### src/rtl/id_stage.sv
// Instruction-decode stage: control decode, bypassed register-file read,
// immediate sign-extension, branch target and the ID/EX pipeline register.
module id_stage #(
  parameter int REG_WIDTH      = 8,
  parameter int REG_FILE_DEPTH = 8,
  parameter int REG_DIR_WIDTH  = 3,
  parameter int EXT_IN_WIDTH   = 6,
  parameter int EXT_OUT_WIDTH  = 8,
  parameter int PC_WIDTH       = 6
) (
  input  logic                     clk,
  input  logic                     rst,
  input  logic                     in_valid,
  input  logic [31:0]              Instruction,
  input  logic [PC_WIDTH-1:0]      PC_in,
  input  logic                     flush,
  input  logic                     RegWriteBack,
  input  logic [REG_DIR_WIDTH-1:0] WriteReg,
  input  logic [REG_WIDTH-1:0]     WriteBack,
  output logic                     stall,
  output logic                     ex_valid,
  output logic [REG_WIDTH-1:0]     readd1,
  output logic [REG_WIDTH-1:0]     readd2,
  output logic [REG_DIR_WIDTH-1:0] rs,
  output logic [REG_DIR_WIDTH-1:0] rt,
  output logic [REG_DIR_WIDTH-1:0] dest_reg,
  output logic                     ALUSrc,
  output logic                     MemtoReg,
  output logic                     MemWrite,
  output logic                     MemRead,
  output logic                     RegWrite,
  output logic                     Branch,
  output logic                     RegDst,
  output logic [1:0]               ALUop,
  output logic [EXT_OUT_WIDTH-1:0] SignExtendOut,
  output logic [PC_WIDTH-1:0]      branch_target,
  output logic                     illegal
);

  localparam logic [5:0] OP_R    = 6'b000000;
  localparam logic [5:0] OP_LW   = 6'b100011;
  localparam logic [5:0] OP_SW   = 6'b101011;
  localparam logic [5:0] OP_BEQ  = 6'b000100;
  localparam logic [5:0] OP_ADDI = 6'b001000;

  logic [REG_WIDTH-1:0]     regs [REG_FILE_DEPTH];
  logic [REG_DIR_WIDTH-1:0] rs_a, rt_a, rd_a, dest_d;
  logic [REG_WIDTH-1:0]     rd1, rd2;
  logic                     byp1, byp2;
  logic [5:0]               opcode;
  logic                     d_alusrc, d_memtoreg, d_memwrite, d_memread;
  logic                     d_regwrite, d_branch, d_regdst, d_illegal, uses_rt;
  logic [1:0]               d_aluop;
  logic [EXT_OUT_WIDTH-1:0] sext;
  logic [PC_WIDTH-1:0]      bt;
  logic                     hazard, load;
  logic                     unused_instr;

  // Only the field/immediate bits are decoded; the rest is intentionally ignored.
  assign unused_instr = ^Instruction;

  assign opcode = Instruction[31:26];
  assign rs_a   = Instruction[20+REG_DIR_WIDTH:21];
  assign rt_a   = Instruction[15+REG_DIR_WIDTH:16];
  assign rd_a   = Instruction[10+REG_DIR_WIDTH:11];

  always_ff @(posedge clk) begin
    if (rst) begin
      for (int i = 0; i < REG_FILE_DEPTH; i++) regs[i] <= '0;
    end else if (RegWriteBack && (WriteReg != '0)) begin
      regs[WriteReg] <= WriteBack;
    end
  end

  // Write-before-read: a same-cycle write-back is forwarded to the read ports.
  assign byp1 = RegWriteBack && (WriteReg != '0) && (WriteReg == rs_a);
  assign byp2 = RegWriteBack && (WriteReg != '0) && (WriteReg == rt_a);
  assign rd1  = (rs_a == '0) ? '0 : (byp1 ? WriteBack : regs[rs_a]);
  assign rd2  = (rt_a == '0) ? '0 : (byp2 ? WriteBack : regs[rt_a]);

  always_comb begin
    d_alusrc   = 1'b0;
    d_memtoreg = 1'b0;
    d_memwrite = 1'b0;
    d_memread  = 1'b0;
    d_regwrite = 1'b0;
    d_branch   = 1'b0;
    d_regdst   = 1'b0;
    d_aluop    = 2'b00;
    d_illegal  = 1'b0;
    uses_rt    = 1'b0;
    case (opcode)
      OP_R:    begin d_regwrite = 1'b1; d_regdst = 1'b1; d_aluop = 2'b10; uses_rt = 1'b1; end
      OP_LW:   begin d_alusrc = 1'b1; d_memtoreg = 1'b1; d_memread = 1'b1; d_regwrite = 1'b1; end
      OP_SW:   begin d_alusrc = 1'b1; d_memwrite = 1'b1; uses_rt = 1'b1; end
      OP_BEQ:  begin d_branch = 1'b1; d_aluop = 2'b01; uses_rt = 1'b1; end
      OP_ADDI: begin d_alusrc = 1'b1; d_regwrite = 1'b1; end
      default: d_illegal = 1'b1;
    endcase
  end

  assign dest_d = d_regdst ? rd_a : rt_a;
  assign sext   = EXT_OUT_WIDTH'($signed(Instruction[EXT_IN_WIDTH-1:0]));
  assign bt     = PC_in + PC_WIDTH'(1) + PC_WIDTH'($signed(sext));

  // Load-use check against the instruction currently held in ID/EX.
  assign hazard = in_valid && ex_valid && MemRead && (dest_reg != '0) &&
                  ((dest_reg == rs_a) || ((dest_reg == rt_a) && uses_rt));
  assign stall  = hazard && !flush;
  assign load   = in_valid && !flush && !stall;

  always_ff @(posedge clk) begin
    if (rst || !load) begin
      ex_valid      <= 1'b0;
      readd1        <= '0;
      readd2        <= '0;
      rs            <= '0;
      rt            <= '0;
      dest_reg      <= '0;
      ALUSrc        <= 1'b0;
      MemtoReg      <= 1'b0;
      MemWrite      <= 1'b0;
      MemRead       <= 1'b0;
      RegWrite      <= 1'b0;
      Branch        <= 1'b0;
      RegDst        <= 1'b0;
      ALUop         <= 2'b00;
      SignExtendOut <= '0;
      branch_target <= '0;
      illegal       <= 1'b0;
    end else begin
      ex_valid      <= 1'b1;
      readd1        <= rd1;
      readd2        <= rd2;
      rs            <= rs_a;
      rt            <= rt_a;
      dest_reg      <= dest_d;
      ALUSrc        <= d_alusrc;
      MemtoReg      <= d_memtoreg;
      MemWrite      <= d_memwrite;
      MemRead       <= d_memread;
      RegWrite      <= d_regwrite;
      Branch        <= d_branch;
      RegDst        <= d_regdst;
      ALUop         <= d_aluop;
      SignExtendOut <= sext;
      branch_target <= bt;
      illegal       <= d_illegal;
    end
  end

endmodule

### config.mk
export PLATFORM = sky130hd
export DESIGN_NAME = id_stage
export DESIGN_NICKNAME = d
export VERILOG_FILES = /design/src/rtl/id_stage.sv
export SDC_FILE = /design/constraint.sdc
export NUM_CORES = 1
export LEC_CHECK = 0
export CAP_MARGIN = 15
export CORE_ASPECT_RATIO = 1.1
export CORE_UTILIZATION = 43
export CTS_CLUSTER_DIAMETER = 40
export DETAILED_ROUTE_END_ITERATION = 7
export PLACE_DENSITY_LB_ADDON = 0.15
export REMOVE_ABC_BUFFERS = 1
export SLEW_MARGIN = 20
export SYNTH_ARGS = -nofsm -noshare
export SYNTH_HDL_FRONTEND = slang
export SYNTH_SLANG_ARGS = --single-unit
export TNS_END_PERCENT = 5
### constraint.sdc
create_clock -name clk -period 1.8 [get_ports clk]
set_input_delay 0.36 -clock clk [delete_from_list [all_inputs] [get_ports clk]]
set_output_delay 0.36 -clock clk [all_outputs]
set_load 0.01 [all_outputs]
Yosys cells after proc, flatten, opt, wreduce, memory -nomap -nowiden
Memories as Yosys holds them, arrays and structs flattened. A register that Yosys moved wholly into a read port is not among the register bits.
Index checks and enable logic that the tools add are counted.
{ "totals": {"inputBits": 54, "ramBits": 64, "ff_bits": 31, "mem_count": 1, "out_inout_bits": 51, "elab_cells": 68, "romBits": 0, "latchBits": 0} }
{ "memory_table": {"columns": ["memory", "depth", "width", "read_ports", "rd_ports_with_merged_regs", "write_ports", "line", "text"], "rows": [
  ["regs", 8, 8, 2, 2, 8, "46", "logic [REG_WIDTH-1:0] regs [REG_FILE_DEPTH];"]
]} }
{ "classes": {"mul": 0, "eq_ne": 6, "magnitude_cmp": 0, "n_reduce_logical": 26, "div_mod_pow": 0, "n_addsub": 2, "shift": 0, "muxes": 19, "bitwise": 0} }
{ "op_table": {"columns": ["cell", "count"], "rows": [
  ["two-way mux 1 bit", 15],
  ["equality test 6 bit, second input constant", 2],
  ["logical AND 1 bit", 9],
  ["OR reduction 3 bit", 3],
  ["two-way mux 8 bit", 1],
  ["OR reduction 8 bit", 1],
  ["adder 6 x 1 -> 6 bit, second input constant", 1],
  ["adder 6 bit", 1],
  ["equality test 3 bit", 2],
  ["equality test 6 x 3 -> 1 bit, second input constant", 1],
  ["equality test 6 x 4 -> 1 bit, second input constant", 1],
  ["logical NOT 3 bit", 2],
  ["logical NOT 6 bit", 1],
  ["two-way mux 3 bit", 2],
  ["nonzero test 3 bit", 2],
  ["OR reduction 5 bit", 1],
  ["one-hot mux 2 bit (2 select lines)", 1],
  ["OR reduction 2 bit", 2],
  ["logical NOT 1 bit", 3],
  ["logical OR 1 bit", 2]
]} }

Logic depth before layout (Yosys ltp)
Gate-level depths: netlist of run 1.
{ "depth": {"depth_word": 12, "mapped_depth": 8, "depth_no_buf": 8} }

Least setup slack after synthesis of run 1
Ideal clock, no wire load.
{ "synth_path": {"path_type": "input port to flip-flop", "startpoint": "input port WriteReg[0]", "endpoint": "memory regs[1][0] (enable)", "path_buffers": 1, "stages": 4, "path_slack_ns": -0.007, "arrival_time_ns": 1.497, "required_time_ns": 1.490, "cell_sequence": "buf_4 > nand2b_1 > nor4b_1 > or2_2"} }
{ "synth_rtl": {"columns": ["item", "line", "text"], "rows": [
  ["start: declaration", "18", "input logic [REG_DIR_WIDTH-1:0] WriteReg,"],
  ["end: declaration", "46", null]
]} }

Final worst setup path of run 1
{ "layout_path": {"startpoint": "register dest_reg[2]", "endpoint": "output port stall"} }
{ "layout_via": {"elab_chain_len": 5, "elab_cells_between_ends": 8, "cone_classes": "eq/ne: 2; reduce/logical: 6"} }
{ "layout_rtl": {"columns": ["item", "line", "text"], "rows": [
  ["start: declaration", "26", "output logic [REG_DIR_WIDTH-1:0] dest_reg,"],
  ["start signal: assignment", "137", "dest_reg <= dest_d;"],
  ["equality test 3 bit", "108", "((dest_reg == rs_a) || ((dest_reg == rt_a) && uses_rt));"],
  ["logical AND 1 bit", "108", null],
  ["logical OR 1 bit", "108", null],
  ["logical AND 1 bit (*)", "107", "assign hazard = in_valid && ex_valid && MemRead && (dest_reg != '0) &&"],
  ["logical AND 1 bit (*)", "109", "assign stall = hazard && !flush;"],
  ["end: declaration", "20", "output logic stall,"]
]} }
Every way passes the cells marked *; elsewhere a longest branch is shown, timed or not.

==> results of run 1 <==
[synthesized netlist by cell type (2+ instances only)]
cell type,n
xnor2_1,12
and2_1,56
buf_2,6
inv_1,17
nor4b_1,2
nor2_1,46
mux4_1,9
a21oi_1,4
or2_2,7
a2111oi_0,5
nor4_1,3
dfxtp_1,46
mux2i_1,19
ha_1,5
clkbuf_1,2
a2111oi_1,11
inv_2,2
edfxtp_1,64
nand2_1,7
o21ai_0,3
nor3_1,8
nand4_2,2
xor2_1,3
buf_6,3
buf_4,12
nand3_1,3
mux4_2,23
[timing repair]
action                     4_1_cts  5_1_grt
setup buffers                    3        3
pin swaps                        6        2
cloned                           0        1
hold buffers                     0        0
resized for setup               40       22
setup endpoints to repair       46       66
[per-stage QoR]
| step | setup slack (ns) | hold slack (ns) |
|---|---|---|
| floorplan | -0.154 | 0.443 |
| global placement | -0.885 | 0.928 |
| detailed placement | -0.836 | 0.931 |
| CTS | -0.0487 | 0.482 |
| global route | -0.142 | 0.502 |
| finish | -0.0506 | 0.504 |
[worst reg2reg max path: stages, from the launching register on]
cell and delay, ns:
dfxtp_1 0.33, buf_4 0.15, o31ai_2 0.30, o21a_1 0.19
o21ai_4 0.10, buf_12 0.16, a2111oi_4 0.37, buf_4 0.17
[report_power, final]
| part | internal, mW | total, mW | switching, mW |
|---|---|---|---|
| Sequential | 2.79 | 2.84 | 0.0536 |
| Clock | 1.08 | 2.00 | 0.919 |
| Combinational | 0.489 | 0.889 | 0.400 |
| Total | 4.36 | 5.73 | 1.37 |
[how the worst max path moves through the flow]
stage           endpoint  slack (ns)  cells after the start
2_1_floorplan    MemRead       -0.15                      4
3_3_place_gp   readd1[5]       -0.89                      8
3_5_place_dp   readd1[5]       -0.84                      8
4_1_cts            stall       -0.05                      5
5_1_grt            stall       -0.14                      5
6_report           stall       -0.05                      5
[layer usage]
layer  track usage (%)  wire length, um  vias up
met4              9.42              387        0
met5                 0                0        -
met3              4.41              887       28
met2              38.7             6950      135
met1              27.2             5670     1845
li1                  -                -     1815
[kinds of logic (layout without fill, tap and decap cells)]
logic type | Yosys count | count (layout) | synth area share [%]
and+or+nand+nor | 143 | 143 | 14.8
DFF | 110 | 110 | 53.4
muxes | 51 | 51 | 17.8
buffers and inverters | 43 | 214 | 4.75
AOI/OAI and AO/OA | 32 | 32 | 5.15
xor gates and xnor gates | 15 | 15 | 2.47
adders and majority gates | 6 | 6 | 1.55
other | 1 | 8 | 0.0705
[cell type report]
cell class / count / area [um2]
timing repair buffer: 179 / 1690
tap: 154 / 193
multi-input combinational: 255 / 2440
sequential: 110 / 2840
inverter: 19 / 71.3
clock inverter: 7 / 72.6
fill: 946 / 4500
clock buffer: 9 / 225
==> metrics, run 1 <==
status=finished with violations; failing checks=negative setup slack; hold path startpoint=Instruction[30]; RD Place Congestion=0.862; ys async rst share=0%; Remaining DRCs=0; Post-Syn Instances=between 400 and 500; Worst Hold Depth=3; drt wl/cell=19.0 um; DP Area=6990 um2; Worst path top cell family by delay=flip-flops; sequential share of the synthesized area=around 53%; TNS Setup=-0.0778 ns; reg2reg end=readd1[5]; # IOs=105; CP Cell Sequence=xor2_2 -> nor4_2 -> o21ai_1 -> a21oi_1 -> buf_2; final hold vios=0; vias in the first global route=just under 4000; FF-to-FF Start=dest_reg[0]; Final period util=103%; FF-to-FF path depth=7; initial antenna violation count=0; CP startpoint kind=flop; worst hold path type=input port to flop; Post-synth top flop=edfxtp_1; Final WS setup=-0.0506 ns; Die Ht=119 um; P_leak=between 2 and 3 nW; Antenna diodes=0; post-synth top area share=between 30% and 40%; total power=5.73 mW; #FFs+latches synth=110; fmax=between 500 and 600 MHz; Max FO, Critical Path=2; Final Max Tran Viols=0; WHS Endpoint=ALUSrc; Via density=roughly 5.2; worst setup path startpoint=dest_reg[2]; Root Buffer=clkbuf_16; hpwl dp=roughly 10000 um; area delta synth->final=41.7%; total wire length=13900 um; synthesized area per cell=~13 um2; Finish-stage setup viols=2; Post-layout nets=around 630; RSZ-0062 raised after global routing=true; Die ar.=12800 um2; via count=3823; slowest stage delay, CP=0.34 ns; Skew-Pair Late Insertion Delay=0.35 ns; max reg flops=64; utilization after layout=62.6%; CTS tree=built; Slowest cell on crit path=dfxtp_2; remaining global-route overflow=0; Worst EP required=between 1 and 1.5 ns; maximum VDD drop=around 0.00040 V; PD cells=761 nW/um2; drt first pass iters=4; # port buffers=just over 90; Final Cell Area=7530 um2; CTS H-tree depth=3; Netlist cell types=48; commonest non-fill, non-tap cells in the layout=79 x clkdlybuf4s50_1, 73 x buf_4, 64 x edfxtp_1, 56 x and2_1, 46 x nor2_1; GRT Total Usage=22.5%; slew margin rel.=33.8%; synth warn=0; Initial Util=44.2%; clk_skew=0.00633 ns; CTS Buffer Depth=2; slew at the pin closest to its max-slew limit=approximately 1 ns; Max Cap Viol=0; largest net degree at the start of global routing=21; post-route insts no fill=about 730; CTS sink cnt=110; Largest Register=regs; Synth area leaders=edfxtp_1 36%, dfxtp_1 17%, mux4_2 9.7%, and2_1 6.6%, mux4_1 4.4%; Final Critical Period=1.85 ns; share of layout cells above drive strength 1=29.5%; Site Rows=42; antenna-violating nets left=0; core area=between 10000 and 15000 um2; Placed Cells=711; Die X=108 um; Mapped Area=roughly 5300 um2; Worst Path Buf+Inv=1; first-pass GRT wire length=20900 um; R2R setup slack=-0.01 ns; commonest non-fill, non-tap cell in the layout=clkdlybuf4s50_1; Top Registers=regs x64, readd1 x8, readd2 x8; Crit Path Class=flop to output port; Worst Path Arrival=1.49 ns; Crit. End Element=output port; CTS Buf Count=9; Post-synth EDFFs=64; Worst-path clk slew=0.07 ns; DRT iter0 DRCs=211; Yosys top cell by area=edfxtp_1
(Power assumes the default switching activity.)
==> inputs of run 2 (changes only) <==
--- a/config.mk
+++ b/config.mk
@@ -5,13 +5,13 @@
 export SDC_FILE = /design/constraint.sdc
 export NUM_CORES = 1
 export LEC_CHECK = 0
-export CAP_MARGIN = 15
 export CORE_ASPECT_RATIO = 1.1
 export CORE_UTILIZATION = 43
 export CTS_CLUSTER_DIAMETER = 40
 export DETAILED_ROUTE_END_ITERATION = 7
 export PLACE_DENSITY_LB_ADDON = 0.15
 export REMOVE_ABC_BUFFERS = 1
+export SETUP_SLACK_MARGIN = 0.3
 export SLEW_MARGIN = 20
 export SYNTH_ARGS = -nofsm -noshare
 export SYNTH_HDL_FRONTEND = slang
==> run 2 against run 1 <==
The run still ends with negative setup slack left. First-iteration DRC count down 9.0%. Via count up 0.10%. Sequential share of layout area down 0.22 points. Worst hold slack worse by 0.0064 ns. Cell count unchanged. Sequential power about the same. Global-route usage up 0.52 points. Clock skew up 0.00085 ns. Clock power about the same. Utilization up 0.40 points. Register-to-register slack worse by 0.06 ns. Critical path type is now flop to flop. Critical endpoint is now readd1[7].
==> metrics, run 2 (synthesized netlist as in run 1, its figures left out) <==
CTS Buf Count=9; worst hold path type=input port to flop; CP Cell Sequence=xor2_2 -> nor4_2 -> o21ai_1 -> buf_4 -> buf_6 -> o21ai_4 -> buf_12 -> a2111oi_2 -> buf_4; reg2reg end=readd1[7]; fmax=536 MHz; Final Max Tran Viols=0; max reg flops=64; CTS Buffer Depth=2; P_leak=3.22 nW; # IOs=roughly 110; worst slack, placed=-0.836 ns; Crit Path Class=flop to flop; initial antenna violation count=0; Site Rows=42; Max FO, Critical Path=7; WHS Endpoint=ALUSrc; Final WS setup=-0.0654 ns; filler instances=approximately 940; slew margin rel.=28.6%; Skew-Pair Late Insertion Delay=0.35 ns; DRT iter0 DRCs=192; most used cell, CP=buf_4; Worst EP required=about 2.1 ns; Largest Register=regs; R2R setup slack=-0.07 ns; Final Critical Period=1.87 ns; # port buffers=93; CTS H-tree depth=3; Fin Hold WS=0.498 ns; Slowest cell on crit path=dfxtp_2; Max Cap Viol=0; total wire length=around 14000 um; Worst-path clk slew=~0.08 ns; Final period util=104%; Crit. End Element=flop; hpwl dp=9970 um; antenna-violating nets left=0; final hold vios=0; drt first pass iters=4; Die Ht=119 um; Post-layout nets=634; PD cells=756 nW/um2; first-pass GRT wire length=21400 um; drt wl/cell=roughly 19 um; GRT Total Usage=23.0%; Via density=5.22; Root Buffer=clkbuf_16; maximum VDD drop=0.000400 V; CTS sink cnt=110; FF-to-FF path depth=9; slew at the pin closest to its max-slew limit=1.06 ns; failing checks=negative setup slack; Worst Path Arrival=2.12 ns; status=finished with violations; area delta synth->final=42.6%; CTS tree=built; Die X=about 110 um; largest net degree at the start of global routing=21; Initial Util=44.2%; Remaining DRCs=0; share of layout cells above drive strength 1=29.7%; hold path startpoint=Instruction[30]; Finish-stage setup viols=23; commonest non-fill, non-tap cells in the layout=64 x edfxtp_1, 63 x dlygate4sd2_1, 62 x buf_4, 56 x and2_1, 46 x nor2_1; FF-to-FF Start=dest_reg[2]; via count=3827; commonest non-fill, non-tap cell in the layout=edfxtp_1; RSZ-0062 raised after global routing=true; Top Registers=regs x64, readd1 x8, readd2 x8; Antenna diodes=0; Worst Hold Depth=3; remaining global-route overflow=0; CP startpoint kind=flop; RD Place Congestion=roughly 0.86; vias in the first global route=3946; clk_skew=0.00718 ns; slowest stage delay, CP=between 0.3 and 0.4 ns; core area=12000 um2; total power=5.73 mW; Die ar.=12800 um2
[run 2: worst max-delay path by stage]
| stage | from | to | slack, ns |
|---|---|---|---|
| after floorplan | Instruction[26] | MemRead | -0.15 |
| after global placement | Instruction[21] | readd1[5] | -0.89 |
| after detailed placement | Instruction[21] | readd1[5] | -0.84 |
| after CTS | dest_reg[2] | stall | -0.05 |
| after global routing | dest_reg[2] | stall | -0.14 |
| final | dest_reg[2] | readd1[7] | -0.07 |
[run 2: routing by layer]
layer  track usage, %  share of wire, %  vias to the layer above
met5                0                 0                        -
met4             9.33               2.4                        0
met1             28.3                42                     1852
li1                 -                 -                     1816
met3             3.20               5.8                       25
met2             40.2                50                      134
[run 2: stage by stage]
stage	cells	setup TNS [ns]	cell area [um2]	utilization (%)
2_1_floorplan	384	-1.21	5160	-
3_3_place_gp	711	-43.63	6990	58.1
3_5_place_dp	711	-45.48	6990	58.1
4_1_cts	733	-0.308	7520	62.5
5_1_grt	733	-2.88	7580	63.0
6_report	733	-0.533	7580	63.0
[run 2: final cells by class]
| class | count | area, um2 | share of cell area (%) |
|---|---|---|---|
| sequential | 110 | 2850 | 37.5 |
| multi-input combinational | 255 | 2500 | 33.0 |
| timing repair buffer | 179 | 1680 | 22.1 |
| clock buffer | 9 | 225 | 2.97 |
| tap | 154 | 193 | 2.54 |
| clock inverter | 7 | 72.6 | 0.957 |
| inverter | 19 | 71.3 | 0.941 |
[run 2: worst max-delay path: cells and delay by family (launching register included)]
kind | cells | cell delay [ns]
AOI/OAI and AO/OA | 3 | 0.42
DFF | 1 | 0.33
buffers and inverters | 4 | 0.65
xor gates and xnor gates | 1 | 0.14
and+or+nand+nor | 1 | 0.24
[run 2: power breakdown]
| part | switching [mW] | internal (mW) | leakage, nW |
|---|---|---|---|
| clock | 0.921 | 1.08 | 0.138 |
| combinational | 0.407 | 0.479 | 2.09 |
| sequential | 0.0521 | 2.78 | 0.990 |
| total | 1.38 | 4.35 | 3.22 |
[run 2: what timing repair did]
action / in CTS / in global routing
hold buffers: 0 / 0
hold endpoints to repair: 0 / 0
cloned: 1 / 0
setup endpoints to repair: 198 / 81
resized for setup: 122 / 14
pin swaps: 21 / 7
setup buffers: 5 / 0
==> inputs of run 3 (changes only) <==
--- a/config.mk
+++ b/config.mk
@@ -5,6 +5,7 @@
 export SDC_FILE = /design/constraint.sdc
 export NUM_CORES = 1
 export LEC_CHECK = 0
+export ABC_CLOCK_PERIOD_IN_PS = 1800
 export CORE_ASPECT_RATIO = 1.1
 export CORE_UTILIZATION = 43
 export CTS_CLUSTER_DIAMETER = 40
==> results of run 3 <==
Same layout as run 2: the final DEF is identical, and so are final timing and power.
